`src/rtl/axi_lite_master_param.sv`:
```
// axi_lite_master_param: AXI4-Lite master behind a local transfer/busy/ready port.
// One transaction in flight, registered outputs, sticky watchdog flag.
module axi_lite_master_param #(
  parameter int ADDR_W      = 4,
  parameter int DATA_W      = 32,
  parameter int TIMEOUT_CYC = 256
) (
  input  logic                ACLK,
  input  logic                ARESETn,
  output logic [ADDR_W-1:0]   AWADDR,
  output logic                AWVALID,
  input  logic                AWREADY,
  output logic [DATA_W-1:0]   WDATA,
  output logic [DATA_W/8-1:0] WSTRB,
  output logic                WVALID,
  input  logic                WREADY,
  input  logic [1:0]          BRESP,
  input  logic                BVALID,
  output logic                BREADY,
  output logic [ADDR_W-1:0]   ARADDR,
  output logic                ARVALID,
  input  logic                ARREADY,
  input  logic [DATA_W-1:0]   RDATA,
  input  logic [1:0]          RRESP,
  input  logic                RVALID,
  output logic                RREADY,
  input  logic                transfer,
  input  logic                write,
  input  logic [ADDR_W-1:0]   addr,
  input  logic [DATA_W-1:0]   wdata,
  input  logic [DATA_W/8-1:0] wstrb,
  output logic                busy,
  output logic                ready,
  output logic [DATA_W-1:0]   rdata,
  output logic [1:0]          resp,
  output logic                timeout
);

  localparam int SW = DATA_W / 8;
  localparam int CW =
    (TIMEOUT_CYC > 0) ? $clog2(TIMEOUT_CYC + 1) : 1;
  localparam logic [CW-1:0] TMAX = CW'(TIMEOUT_CYC);

  typedef enum logic [2:0] {
    IDLE, WR, WR_RESP, RD_ADDR, RD_DATA
  } state_t;

  state_t            state_q, state_d;
  logic [CW-1:0]     cnt_q, cnt_d;
  logic              awvalid_d, wvalid_d, bready_d;
  logic              arvalid_d, rready_d;
  logic [ADDR_W-1:0] awaddr_d, araddr_d;
  logic [DATA_W-1:0] wdata_d, rdata_d;
  logic [SW-1:0]     wstrb_d;
  logic              busy_d, ready_d, timeout_d;
  logic [1:0]        resp_d;

  always_comb begin
    state_d   = state_q;
    cnt_d     = cnt_q;
    awvalid_d = AWVALID;
    wvalid_d  = WVALID;
    bready_d  = BREADY;
    arvalid_d = ARVALID;
    rready_d  = RREADY;
    awaddr_d  = AWADDR;
    araddr_d  = ARADDR;
    wdata_d   = WDATA;
    wstrb_d   = WSTRB;
    busy_d    = busy;
    ready_d   = 1'b0;
    rdata_d   = rdata;
    resp_d    = resp;
    timeout_d = timeout;
    // watchdog saturates at TMAX; TIMEOUT_CYC=0 keeps it idle
    if (busy && cnt_q != TMAX)
      cnt_d = cnt_q + CW'(1);
    if (busy && cnt_d == TMAX && TIMEOUT_CYC != 0)
      timeout_d = 1'b1;
    unique case (state_q)
      IDLE: begin
        if (transfer) begin
          awaddr_d  = addr;
          araddr_d  = addr;
          wdata_d   = wdata;
          wstrb_d   = wstrb;
          busy_d    = 1'b1;
          cnt_d     = '0;
          timeout_d = 1'b0;
          if (write) begin
            awvalid_d = 1'b1;
            wvalid_d  = 1'b1;
            state_d   = WR;
          end else begin
            arvalid_d = 1'b1;
            state_d   = RD_ADDR;
          end
        end
      end
      WR: begin
        awvalid_d = AWVALID & ~AWREADY;
        wvalid_d  = WVALID & ~WREADY;
        if (!awvalid_d && !wvalid_d) begin
          bready_d = 1'b1;
          state_d  = WR_RESP;
        end
      end
      WR_RESP: begin
        if (BVALID) begin
          bready_d = 1'b0;
          resp_d   = BRESP;
          ready_d  = 1'b1;
          busy_d   = 1'b0;
          state_d  = IDLE;
        end
      end
      RD_ADDR: begin
        if (ARREADY) begin
          arvalid_d = 1'b0;
          rready_d  = 1'b1;
          state_d   = RD_DATA;
        end
      end
      RD_DATA: begin
        if (RVALID) begin
          rready_d = 1'b0;
          rdata_d  = RDATA;
          resp_d   = RRESP;
          ready_d  = 1'b1;
          busy_d   = 1'b0;
          state_d  = IDLE;
        end
      end
      default: state_d = IDLE;
    endcase
  end

  always_ff @(posedge ACLK or negedge ARESETn) begin
    if (!ARESETn) begin
      state_q <= IDLE;
      cnt_q   <= '0;
      AWVALID <= 1'b0;
      WVALID  <= 1'b0;
      BREADY  <= 1'b0;
      ARVALID <= 1'b0;
      RREADY  <= 1'b0;
      AWADDR  <= '0;
      ARADDR  <= '0;
      WDATA   <= '0;
      WSTRB   <= '0;
      busy    <= 1'b0;
      ready   <= 1'b0;
      rdata   <= '0;
      resp    <= 2'b00;
      timeout <= 1'b0;
    end else begin
      state_q <= state_d;
      cnt_q   <= cnt_d;
      AWVALID <= awvalid_d;
      WVALID  <= wvalid_d;
      BREADY  <= bready_d;
      ARVALID <= arvalid_d;
      RREADY  <= rready_d;
      AWADDR  <= awaddr_d;
      ARADDR  <= araddr_d;
      WDATA   <= wdata_d;
      WSTRB   <= wstrb_d;
      busy    <= busy_d;
      ready   <= ready_d;
      rdata   <= rdata_d;
      resp    <= resp_d;
      timeout <= timeout_d;
    end
  end

endmodule

```
`config.mk`:
```
export PLATFORM = sky130hd
export DESIGN_NAME = axi_lite_master_param
export DESIGN_NICKNAME = d
export VERILOG_FILES = /design/src/rtl/axi_lite_master_param.sv
export SDC_FILE = /design/constraint.sdc
export NUM_CORES = 1
export LEC_CHECK = 0
export ABC_AREA = 1
export BUFFER_PORTS_ARGS = -buffer_cell sky130_fd_sc_hd__buf_2
export CORE_ASPECT_RATIO = 1.1
export CORE_UTILIZATION = 45
export CTS_BUF_LIST = sky130_fd_sc_hd__clkbuf_8
export DETAILED_ROUTE_END_ITERATION = 8
export PLACE_DENSITY = 0.72
export RECOVER_POWER = 50
export SYNTH_ARGS = -nofsm -noshare
export SYNTH_HDL_FRONTEND = slang
export SYNTH_SLANG_ARGS = --single-unit
```
`constraint.sdc`:
```
create_clock -name ACLK -period 1.5 [get_ports ACLK]
set_input_delay 0.225 -clock ACLK [delete_from_list [all_inputs] [get_ports ACLK]]
set_output_delay 0.225 -clock ACLK [all_outputs]
set_load 0.05 [all_outputs]
```
# Yosys cells after proc, flatten, opt, wreduce, memory -nomap -nowiden
# Cells that the tools add are included.
# word_totals
n_memories	0
mem_bits_ro	0
reg_bits	94
latchBits	0
mem_bits_rw	0
output_inout_bits	86
# op_classes
shift	0
reduce_logical	21
n_addsub	1
muxes	35
magnitude_cmp	0
multipliers	0
n_eq_ne	13
div_mod_pow	0
bitwise_logic	4
# ops
operator	n
$mux 9	3
$mux 1	15
$mux 3	5
$pmux 3 s5	1
$ne 2x2->1 const B	7
$pmux 1 s2	6
$reduce_and 3->1	4
$reduce_bool 2->1	5
$add 9x1->9 const B	1
$eq 9x9->1 const B	1
$ne 9x9->1 const B	1
$reduce_and 4->1	2
$eq 3x2->1 const B	2
$mux 2	3
$reduce_and 5->1	1
$pmux 2 s2	1
$reduce_and 2->1	2
$eq 3x1->1 const B	1
$eq 3x3->1 const B	1
$logic_and 1x1->1	3
$logic_not 3->1	1
$pmux 1 s3	1
$reduce_bool 3->1	1
$and 1x1->1	2
2 further kinds	4

# Depth between registers and ports, before layout
# Gate-level depths: netlist of run 1.
# logic_depth
ltp_word	8
mapped_depth	12

# Worst setup path before layout of run 1
# No wires, ideal clock.
# synth_timing
path_type	register to register
from	reg busy
to	reg timeout
arrival_time_ns	1.485
setup_slack_ns	-0.058
required_time_ns	1.427
period_less_slack_ns	1.558
path_buffers	0
stages_incl_launch_ff	11
setup_ns	0.073
cell_sequence	dfrtp_1 > inv_2 > nor2_4 > nand2_1 > nand2_1 > nand2_1 > inv_1 > nand2_1 > nor2_1 > nand3_1 > a21oi_2
# synth_via
elab_chain_len	7
# synth_lines
element	line_no	rtl
start, declared	32	output logic busy,
start signal, assigned	168	busy <= busy_d;
$logic_and 1x1->1	76	if (busy && cnt_q != TMAX)
$mux 9	76	
$eq 9x9->1	78	if (busy && cnt_d == TMAX && TIMEOUT_CYC != 0)
$logic_and 1x1->1 *	78	
$mux 1 *	78	
$mux 1	82	if (transfer) begin
$mux 1 *	80	unique case (state_q)
via timeout_d	55	logic busy_d, ready_d, timeout_d;
end signal, assigned	172	timeout <= timeout_d;
end, declared	36	output logic timeout
# The timed path passes the listed nets; every way through them passes the cells marked *.
# A chain may end at the register's enable or synchronous reset.

# Worst setup path after layout of run 1
# layout_timing
from	reg cnt_q[1]
to	reg timeout
# layout_via
elab_chain_len	8
elab_cells_between_ends	9
classes_between	1 x add/sub; 2 x eq/ne; 4 x mux; 2 x reduce/logical
# layout_lines
element	line_no	rtl
start, declared	49	logic [CW-1:0] cnt_q, cnt_d;
start signal, assigned	158	cnt_q <= cnt_d;
branches (longest 2 deep; another with $add 9x1->9)	-	
$mux 9 *	76	
$eq 9x9->1 *	78	
$logic_and 1x1->1 *	78	
$mux 1 *	78	
$mux 1	82	
$mux 1 *	80	
via timeout_d	55	
# Mark *: on every way through the listed nets, which the timed path passes.

==> results of run 1 <==
-- worst min-delay path, delay by kind of cell --
family / cells / cell delay, ns
buffers and inverters: 1 / 0.07
AND/OR/NAND/NOR: 2 / 0.08
-- flip-flops by register name, indices dropped and copies added, names as in the netlist, 2 cells and up --
name / cells
state_q: 3
cnt_q: 9
WDATA: 32
ARADDR: 4
rdata: 32
resp: 2
WSTRB: 4
-- final timing paths --
path | startpoint | end | slack [ns] | cells after the start
hold reg to reg | RREADY$_DFFE_PN0P_ | RREADY$_DFFE_PN0P_ | 0.47 | 2
setup reg to reg | cnt_q[1]$_DFF_PN0_ | timeout$_DFF_PN0_ | -0.03 | 9
setup / recovery | cnt_q[1]$_DFF_PN0_ | timeout$_DFF_PN0_ | -0.03 | 9
hold / removal | wdata[13] | WDATA[13]$_DFFE_PN0P_ | 0.05 | 3
max in group asynchronous | ARESETn | resp[0]$_DFFE_PN0P_ | 0.15 | 3
min in group asynchronous | ARESETn | RREADY$_DFFE_PN0P_ | 0.41 | 2
-- per-stage QoR --
step           hold slack (ns)  cells
3_5_place_dp            0.0896    740
2_1_floorplan          -0.0706    468
5_1_grt                 0.0482    761
3_3_place_gp            0.0904    740
4_1_cts                 0.0471    759
6_report                0.0541    761
-- cells by family (layout without fill, tap and decap cells) --
group	count (synthesis)	count (layout)	share of synthesized area, %
AND/OR/NAND/NOR	306	306	30.8
adder cells (fa/ha/maj)	2	2	0.640
buffers and inverters	46	228	5.38
XOR/XNOR	2	2	0.448
AO/OA/AOI/OAI	18	18	2.56
flip-flops	94	94	60.2
-- power by group --
group          switching, W  internal (W)  leakage, nW  total, W
registers          0.000671       0.00367         1.18   0.00434
clock network      0.000856       0.00110        0.115   0.00195
logic               0.00587       0.00178         1.77   0.00765
total               0.00740       0.00655         3.07    0.0139
-- layout by cell type (no fill, tap or decap), types with 2 or more instances in the layout --
master	count
buf_12	2
inv_2	4
dfrtp_1	92
a31oi_1	3
nor2_2	2
dfrtp_2	2
nand2_1	255
clkbuf_2	37
clkbuf_4	3
o21ai_0	7
buf_4	8
nor2_1	23
nand2_2	4
clkbuf_1	3
xor2_1	2
a21oi_1	5
clkbuf_8	9
nand3_1	13
bufinv_16	3
inv_1	22
buf_2	131
nor3_1	2
-- layer usage --
layer  global-route usage (%)  vias to the layer above  share of wire [%]
li1                         -                     1778                  -
met1                     27.0                     1631                 43
met2                     36.4                      117                 49
met3                     5.96                       14                6.8
met4                     7.69                        0                1.5
met5                        0                        -                  0
-- final cells by class --
class	count	area, um2
inverters	26	97.6
clock buffers	9	124
repair buffers	187	1020
flip-flops and latches	94	2350
multi-input cells	328	1370
clock inverters	6	111
fillers	755	3190
well taps	111	139
-- what timing repair did --
| item | in CTS | in global routing |
|---|---|---|
| buffers inserted | 3 | 1 |
| resized for setup | 2 | 9 |
| pin swaps | 2 | 4 |
| gates cloned | 0 | 1 |
| endpoints found under the setup margin | 1 | 32 |
| hold buffers | 1 | 0 |
| hold endpoints to repair | 69 | 0 |
==> flow_summary_export.csv, run 1 <==
group,metric,value,unit
critical_path,crit_arrival,1.82,ns
sta,setup_viol,1,
sta,slew_viol_final,0,
grt,grt_pass1_wl,15.6,mm
floorplanning,num_rows,35,
floorplanning,core-area,8410,um2
pwr,ir_worst_vdd,1.89,mV
floorplanning,io-pin-count,171,
synth,synth_cells,468,
critical_path,worstSetupEndpointType,"flip-flop",
synth,synth.most_common_cell,"nand2_1",
floorplanning,die-area,9070,um2
route,routed_wl,9.57,mm
pwr,leakagePower,3.07,nW
sta,max_freq,654,MHz
cells_and_area,n_antenna_cell,0,
critical_path,required,1.79,ns
clock_network,root_buffer,"clkbuf_8",
clock_network,clkTransAtPathRegs,0.09,ns
sta,fin_skew,0.0156,ns
synth,synth.largest_area_cell,"dfrtp_1",
route,drc,0,
route,drt_iter0_drc,99,
route,num_vias,3540,
critical_path,path_buf_inv,0,
synth,seq_area_frac_synth,60.2,%
pwr,p_total,0.0139,W
cells_and_area,final_nets,733,
clock_network,clockBufferDepth,2,
synth,ys_warn_count,0,
critical_path,critPathMaxStageDelay,0.42,ns
grt,first_global_vias,3438,
synth,synthDominantCellAreaShare,60.2,%
synth,yosys_register_bits,94,
sta,worst_slack,-0.0302,ns
grt,grtUsageTotal,21.7,%
grt,antenna_found_initial,0,
sta,fin_crit_sh,102,%
place,gp_congestion,0.770,
synth,synthArstFlopShare,100,%
floorplanning,die_w,90.9,um
sta,tns,-0.0302,ns
critical_path,worst_path_most_repeated_cell,"nand3_1",
synth,synth_area,3910,um2
synth,synth_edf_count,0,
critical_path,crit_type,"flip-flop to flip-flop",
sta,rsz0062_at_grt,"yes",
place,post-dp-hpwl,6.93,mm
floorplanning,initial_core_util,46.5,%
clock_network,clock_sinks,94,
grt,grt_overflow_total,0,
cells_and_area,drive_gt1_share,33.2,%
hold_path,hp-class,"primary input to flip-flop",
synth,synthFlopType,"dfrtp_1",
route,vias_per_cell,4.65,
route,wl_per_cell,12.6,um
critical_path,crit_slowest_cell,"dfrtp_1",
status,outcome,"finished with violations",
place,place_ws,-0.0571,ns
place,io_buffer_count,170,
synth,syn_nets,555,
cells_and_area,design_area,5220,um2
sta,hold_viol_final,0,
critical_path,cp-start-kind,"flip-flop",
grt,grt_max_degree,51,
sta,relSlewSlack,56.6,%
sta,min_period,1.53,ns
critical_path,crit_path_cell_trace,"ha_2 -> nand3_1 -> nor2_2 -> nand3_1 -> nand2_1 -> nand2_1 -> nor2_1 -> nand3_1 -> a21oi_2",
floorplanning,die_h,99.8,um
sta,worstMarginPinSlew,0.651,ns
clock_network,clk_latency,0.36,ns
synth,avgSynthCellArea,8.35,um2
route,drt-pass1-iter-count,4,
pwr,powerDensity,2670,nW/um2
critical_path,crit_path_max_fanout,4,
job,max_cap_violations,0,
status,violations,"negative setup slack",
critical_path,worst_path_dominant_cell_family,"simple AND/OR/NAND/NOR gates",
cells_and_area,fin_util,62.0,%
synth,synth_area_leaders,"dfrtp_1, nand2_1, inv_1",
place,dpl_cell_area,4920,um2
clock_network,cts_tree,"done",
synth,synth_common_cells,"nand2_1, dfrtp_1, inv_1, nor2_1, nand3_1",
cells_and_area,area_delta_synth_final,33.4,%
route,antenna_left,0,
clock_network,htree_levels,3,
clock_network,cts_made_buffers,9,
synth,ys_types,27,
No activity file was read; power rests on OpenSTA's default activity.
==> inputs of run 2 (changes only) <==
Settings changed: CORE_UTILIZATION 45 to 49, PLACE_DENSITY 0.72 to 0.78, SETUP_SLACK_MARGIN set to 0.1.
==> run 2 against run 1 <==
- the run still ends with negative setup slack left
- combinational power increased by 6.5%
- via count is 3.3% higher
- sequential power up 2%
- sequential share of layout area is 1.8 points lower
- highest routed layer unchanged
==> flow_summary_export.csv, run 2 (same netlist as run 1, synthesis figures left out) <==
group,metric,value,unit
floorplanning,die-area,8340,um2
critical_path,path_buf_inv,2,
grt,grt_overflow_total,0,
place,io_buffer_count,170,
cells_and_area,fillers,631,
pwr,ir_worst_vdd,1.70,mV
route,wl_per_cell,13.5,um
place,place_ws,-0.0662,ns
sta,min_period,1.66,ns
clock_network,clockBufferDepth,2,
cells_and_area,reg_top3,"WDATA x32, rdata x32, cnt_q x9",
sta,whs,0.0503,ns
route,routed_wl,10.3,mm
clock_network,htree_levels,3,
place,post-dp-hpwl,7.10,mm
grt,grt_pass1_wl,15.5,mm
sta,hold_viol_final,0,
route,num_vias,3656,
floorplanning,core-area,7600,um2
sta,max_freq,603,MHz
critical_path,cp-start-kind,"flip-flop",
floorplanning,die_h,95.7,um
critical_path,worst_path_most_repeated_cell,"nand2_2",
cells_and_area,seq_area,2360,um2
sta,rsz0062_at_grt,"yes",
place,gp_congestion,0.832,
critical_path,crit_arrival,1.95,ns
sta,fin_crit_sh,111,%
grt,grtUsageTotal,24.5,%
critical_path,worst_path_dominant_cell_family,"simple AND/OR/NAND/NOR gates",
sta,slew_viol_final,0,
job,max_cap_violations,0,
cells_and_area,final_nets,742,
sta,setup_viol,2,
critical_path,critPathMaxStageDelay,0.43,ns
floorplanning,num_rows,33,
critical_path,crit_type,"flip-flop to flip-flop",
status,violations,"negative setup slack",
clock_network,root_buffer,"clkbuf_8",
critical_path,crit_path_max_fanout,4,
route,drt-pass1-iter-count,4,
pwr,powerDensity,2680,nW/um2
cells_and_area,design_area,5450,um2
grt,grt_max_degree,50,
status,outcome,"finished with violations",
floorplanning,initial_core_util,51.5,%
pwr,leakagePower,3.15,nW
route,drt_iter0_drc,159,
clock_network,clock_sinks,94,
grt,first_global_vias,3521,
cells_and_area,drive_gt1_share,38.4,%
hold_path,hp-class,"primary input to flip-flop",
critical_path,required,1.79,ns
critical_path,crit_slowest_cell,"dfrtp_2",
sta,worstMarginPinSlew,0.656,ns
clock_network,cts_tree,"done",
place,dpl_cell_area,4900,um2
cells_and_area,layout_common_cells,"nand2_1, buf_2, dfrtp_1, clkbuf_2, nor2_1",
grt,antenna_found_initial,0,
critical_path,crit_path_cell_trace,"inv_2 -> ha_4 -> nand2_2 -> nor2_2 -> nand2_2 -> nand2_2 -> buf_4 -> nand2_2 -> nand3_2 -> nor2_2 -> nand3_2 -> a21oi_2",
cells_and_area,n_antenna_cell,0,
cells_and_area,area_delta_synth_final,39.3,%
clock_network,cts_made_buffers,9,
clock_network,clkTransAtPathRegs,0.09,ns
route,antenna_left,0,
sta,relSlewSlack,56.3,%
route,vias_per_cell,4.79,
sta,worst_slack,-0.158,ns
floorplanning,io-pin-count,171,
clock_network,clk_latency,0.36,ns
cells_and_area,fin_util,71.7,%
cells_and_area,layout_commonest_cell,"nand2_1",
floorplanning,die_w,87.2,um
cells_and_area,multi_input_area,1460,um2
critical_path,worstSetupEndpointType,"flip-flop",
route,drc,0,
sta,fin_skew,0.00738,ns
pwr,p_total,0.0146,W
run 2: area by class of cell:
| type | instances | area share, % |
|---|---|---|
| Clock inverter | 5 | 1.95 |
| Clock buffer | 10 | 2.53 |
| Multi-Input combinational cell | 328 | 26.8 |
| Inverter | 26 | 1.88 |
| Sequential cell | 94 | 43.3 |
| Timing Repair Buffer | 196 | 21.1 |
| Tap cell | 105 | 2.41 |
run 2: worst paths after layout:
| check | from | endpoint | slack, ns | cells after the start |
|---|---|---|---|---|
| max | cnt_q[1]$_DFF_PN0_ | timeout$_DFF_PN0_ | -0.16 | 12 |
| min | RDATA[17] | rdata[17]$_DFFE_PN0P_ | 0.05 | 3 |
| max reg2reg | cnt_q[1]$_DFF_PN0_ | timeout$_DFF_PN0_ | -0.16 | 12 |
| min reg2reg | WDATA[25]$_DFFE_PN0P_ | WDATA[25]$_DFFE_PN0P_ | 0.48 | 2 |
| max in group asynchronous | ARESETn | busy$_DFFE_PN0P_ | 0.14 | 3 |
| min in group asynchronous | ARESETn | WDATA[1]$_DFFE_PN0P_ | 0.28 | 2 |
run 2: tightest hold or removal path: cells and delay by family:
kind,cells,cell delay [ns]
AND/OR/NAND/NOR,2,0.08
buffers and inverters,1,0.07
run 2: power by group:
part	total [W]	switching, W	leakage, nW	internal, W
Clock	0.00202	0.000870	0.119	0.00115
Sequential	0.00441	0.000736	1.18	0.00368
Combinational	0.00815	0.00609	1.85	0.00205
Total	0.0146	0.00770	3.15	0.00688
run 2: metal layers:
layer / GRT usage (%) / part of all wire, % / vias up / wire length [um]
met5: 0 / 0 / - / 0
met4: 8.47 / 2.1 / 0 / 221
met3: 7.38 / 7.2 / 21 / 747
met2: 42.3 / 51 / 146 / 5310
met1: 29.2 / 39 / 1695 / 4070
li1: - / - / 1794 / -
run 2: repair_timing:
item | in CTS | in global routing
setup endpoints to repair | 50 | 56
resized for setup | 8 | 47
setup buffers | 4 | 8
pin swaps | 4 | 17
hold buffers | 1 | 0
gates cloned | 0 | 3
hold endpoints to repair | 55 | 0
run 2: stage by stage:
step                cells  TNS [ns]
CTS                   753   -0.0362
floorplan             468         0
global placement      733         0
detailed placement    733   -0.0662
global route          764    -0.652
finish                764    -0.179
==> inputs of run 3 (changes only) <==
Settings changed: CORE_UTILIZATION 49 to 30, PLACE_DENSITY 0.78 to 0.51.
==> run 3 against run 2 <==
- the flow still finishes with violations (negative setup slack)
- global-route usage is 9.6 points lower
- clock-buffer cell count unchanged
- die area is 62% higher
- worst setup slack better by 0.040 ns
- non-clock buffer count decreased by 2
- total power decreased by 2.6%
- first-iteration DRC count is 8.8% higher
- utilization fell by 29 points
- sequential share of layout area down 0.13 points
- combinational power about the same
- highest routed layer unchanged
==> flow_summary_export.csv, run 3 (same netlist as run 1, synthesis figures left out) <==
group,metric,value,unit
sta,min_period,1.62,ns
sta,fin_crit_sh,108,%
grt,grt_max_degree,95,
critical_path,path_buf_inv,1,
critical_path,timing.rr.end,"timeout$_DFF_PN0_",
floorplanning,initial_core_util,30.9,%
place,place_ws,-0.137,ns
grt,grt_pass1_wl,16.2,mm
critical_path,worstSetupEndpointType,"flip-flop",
cells_and_area,drive_gt1_share,37.2,%
critical_path,worst_path_most_repeated_cell,"nand2_4",
place,gp_congestion,0.829,
sta,slew_viol_final,0,
pwr,leakagePower,3.16,nW
sta,worst_slack,-0.117,ns
clock_network,cts_made_buffers,9,
clock_network,clockBufferDepth,2,
critical_path,crit_path_cell_trace,"inv_2 -> ha_4 -> nand2_4 -> nor2_4 -> nand2_4 -> nand2_4 -> nand2_1 -> nand2_1 -> nand2_2 -> nor2_2 -> nand3_1 -> a21oi_2",
sta,max_freq,618,MHz
critical_path,r2r_slack,-0.12,ns
grt,grtUsageTotal,14.8,%
route,routed_wl,10.4,mm
critical_path,critPathMaxStageDelay,0.40,ns
critical_path,path_depth,12,
place,post-dp-hpwl,6.96,mm
critical_path,required,1.79,ns
route,antenna_left,0,
cells_and_area,layout_common_cells,"nand2_1, buf_2, dfrtp_1, clkbuf_2, inv_1",
cells_and_area,n_antenna_cell,0,
route,wl_per_cell,12.8,um
clock_network,clk_latency,0.36,ns
critical_path,crit_type,"flip-flop to flip-flop",
critical_path,rr_worst_depth,12,
sta,relSlewSlack,41.8,%
route,vias_per_cell,4.39,
hold_path,holdCritStartpoint,"RDATA[4]",
sta,rsz0062_at_grt,"yes",
sta,fin_skew,0.0152,ns
grt,first_global_vias,3452,
hold_path,holdPathEnd,"rdata[4]$_DFFE_PN0P_",
critical_path,worst_path_dominant_cell_family,"simple AND/OR/NAND/NOR gates",
critical_path,crit_slowest_cell,"dfrtp_1",
clock_network,clock_sinks,94,
critical_path,crit_path_max_fanout,4,
critical_path,cp-start-kind,"flip-flop",
cells_and_area,layout_commonest_cell,"nand2_1",
grt,grt_overflow_total,0,
hold_path,hp-class,"primary input to flip-flop",
clock_network,root_buffer,"clkbuf_8",
clock_network,clkTransAtPathRegs,0.10,ns
floorplanning,die_w,111,um
floorplanning,io-pin-count,171,
floorplanning,core-area,12600,um2
status,violations,"negative setup slack",
cells_and_area,fin_util,43.1,%
clock_network,htree_levels,3,
sta,worstMarginPinSlew,0.873,ns
route,drt-pass1-iter-count,4,
pwr,powerDensity,2600,nW/um2
clock_network,cts_tree,"done",
route,num_vias,3574,
pwr,ir_worst_vdd,1.18,mV
job,max_cap_violations,0,
floorplanning,num_rows,43,
cells_and_area,area_delta_synth_final,39.5,%
sta,whs,0.0490,ns
cells_and_area,final_nets,740,
cells_and_area,reg_top3,"WDATA x32, rdata x32, cnt_q x9",
critical_path,reg2reg_from,"cnt_q[0]$_DFF_PN0_",
grt,antenna_found_initial,0,
hold_path,whs_path_depth,3,
place,dpl_cell_area,4950,um2
sta,setup_viol,1,
route,drc,0,
critical_path,crit_arrival,1.90,ns
route,drt_iter0_drc,173,
floorplanning,die_h,122,um
cells_and_area,design_area,5460,um2
floorplanning,die-area,13500,um2
status,outcome,"finished with violations",
sta,tns,-0.117,ns
place,io_buffer_count,170,
sta,hold_viol_final,0,
## run 3: cell count changes in the layout (fill, tap and decap cells not counted), sizes merged
cell	change
clkinvlp	-1
clkbuf	-5
clkinv	+2
inv	+2
buf	+3
bufinv	-2
## run 3: cell type report
cell class	instances	area, um2
multi-input combinational	328	1480
inverter	26	105
tap	157	196
clock inverter	6	61.3
sequential	94	2350
fill	1276	7190
clock buffer	10	138
timing repair buffer	194	1120
## run 3: worst max-delay path by stage
stage | end | startpoint
final | timeout$_DFF_PN0_ | cnt_q[0]$_DFF_PN0_
after detailed placement | timeout$_DFF_PN0_ | cnt_q[0]$_DFF_PN0_
after global routing | timeout$_DFF_PN0_ | cnt_q[0]$_DFF_PN0_
after global placement | timeout$_DFF_PN0_ | cnt_q[0]$_DFF_PN0_
after CTS | timeout$_DFF_PN0_ | cnt_q[0]$_DFF_PN0_
after floorplan | timeout$_DFF_PN0_ | cnt_q[0]$_DFF_PN0_
## run 3: worst reg2reg max path: cells and delay by family, from the launching register on
family / cells / cell delay [ns]
compound gates: 1 / 0.13
fa+ha+maj: 1 / 0.14
buf+inv: 1 / 0.09
flops: 1 / 0.40
simple gates: 9 / 0.81
## run 3: stage by stage
step	power [W]	cells
2_1_floorplan	0.0100	468
3_3_place_gp	0.0118	783
3_5_place_dp	0.0119	783
4_1_cts	0.0137	803
5_1_grt	0.0151	815
6_report	0.0142	815
## run 3: what timing repair did
| item | CTS | global route |
|---|---|---|
| gates resized for setup | 8 | 46 |
| endpoints found under the hold margin | 94 | 0 |
| setup endpoints to repair | 35 | 54 |
| buffers inserted | 3 | 10 |
| hold buffers | 1 | 0 |
| gates cloned | 0 | 2 |
| pin swaps | 3 | 13 |
## run 3: routing by layer
metal  routed length [um]  GRT usage [%]  vias up  share of wire [%]
li1                     -              -     1791                  -
met1                 4490           18.5     1658                 43
met2                 5220           25.2      109                 50
met3                  442           3.48       16                4.3
met4                  241           5.58        0                2.3
met5                    0              0        -                  0
## run 3: report_power, final
part           switching [W]  internal, W  total, W
combinational        0.00609      0.00205   0.00814
sequential          0.000681      0.00367   0.00435
clock               0.000899     0.000815   0.00171
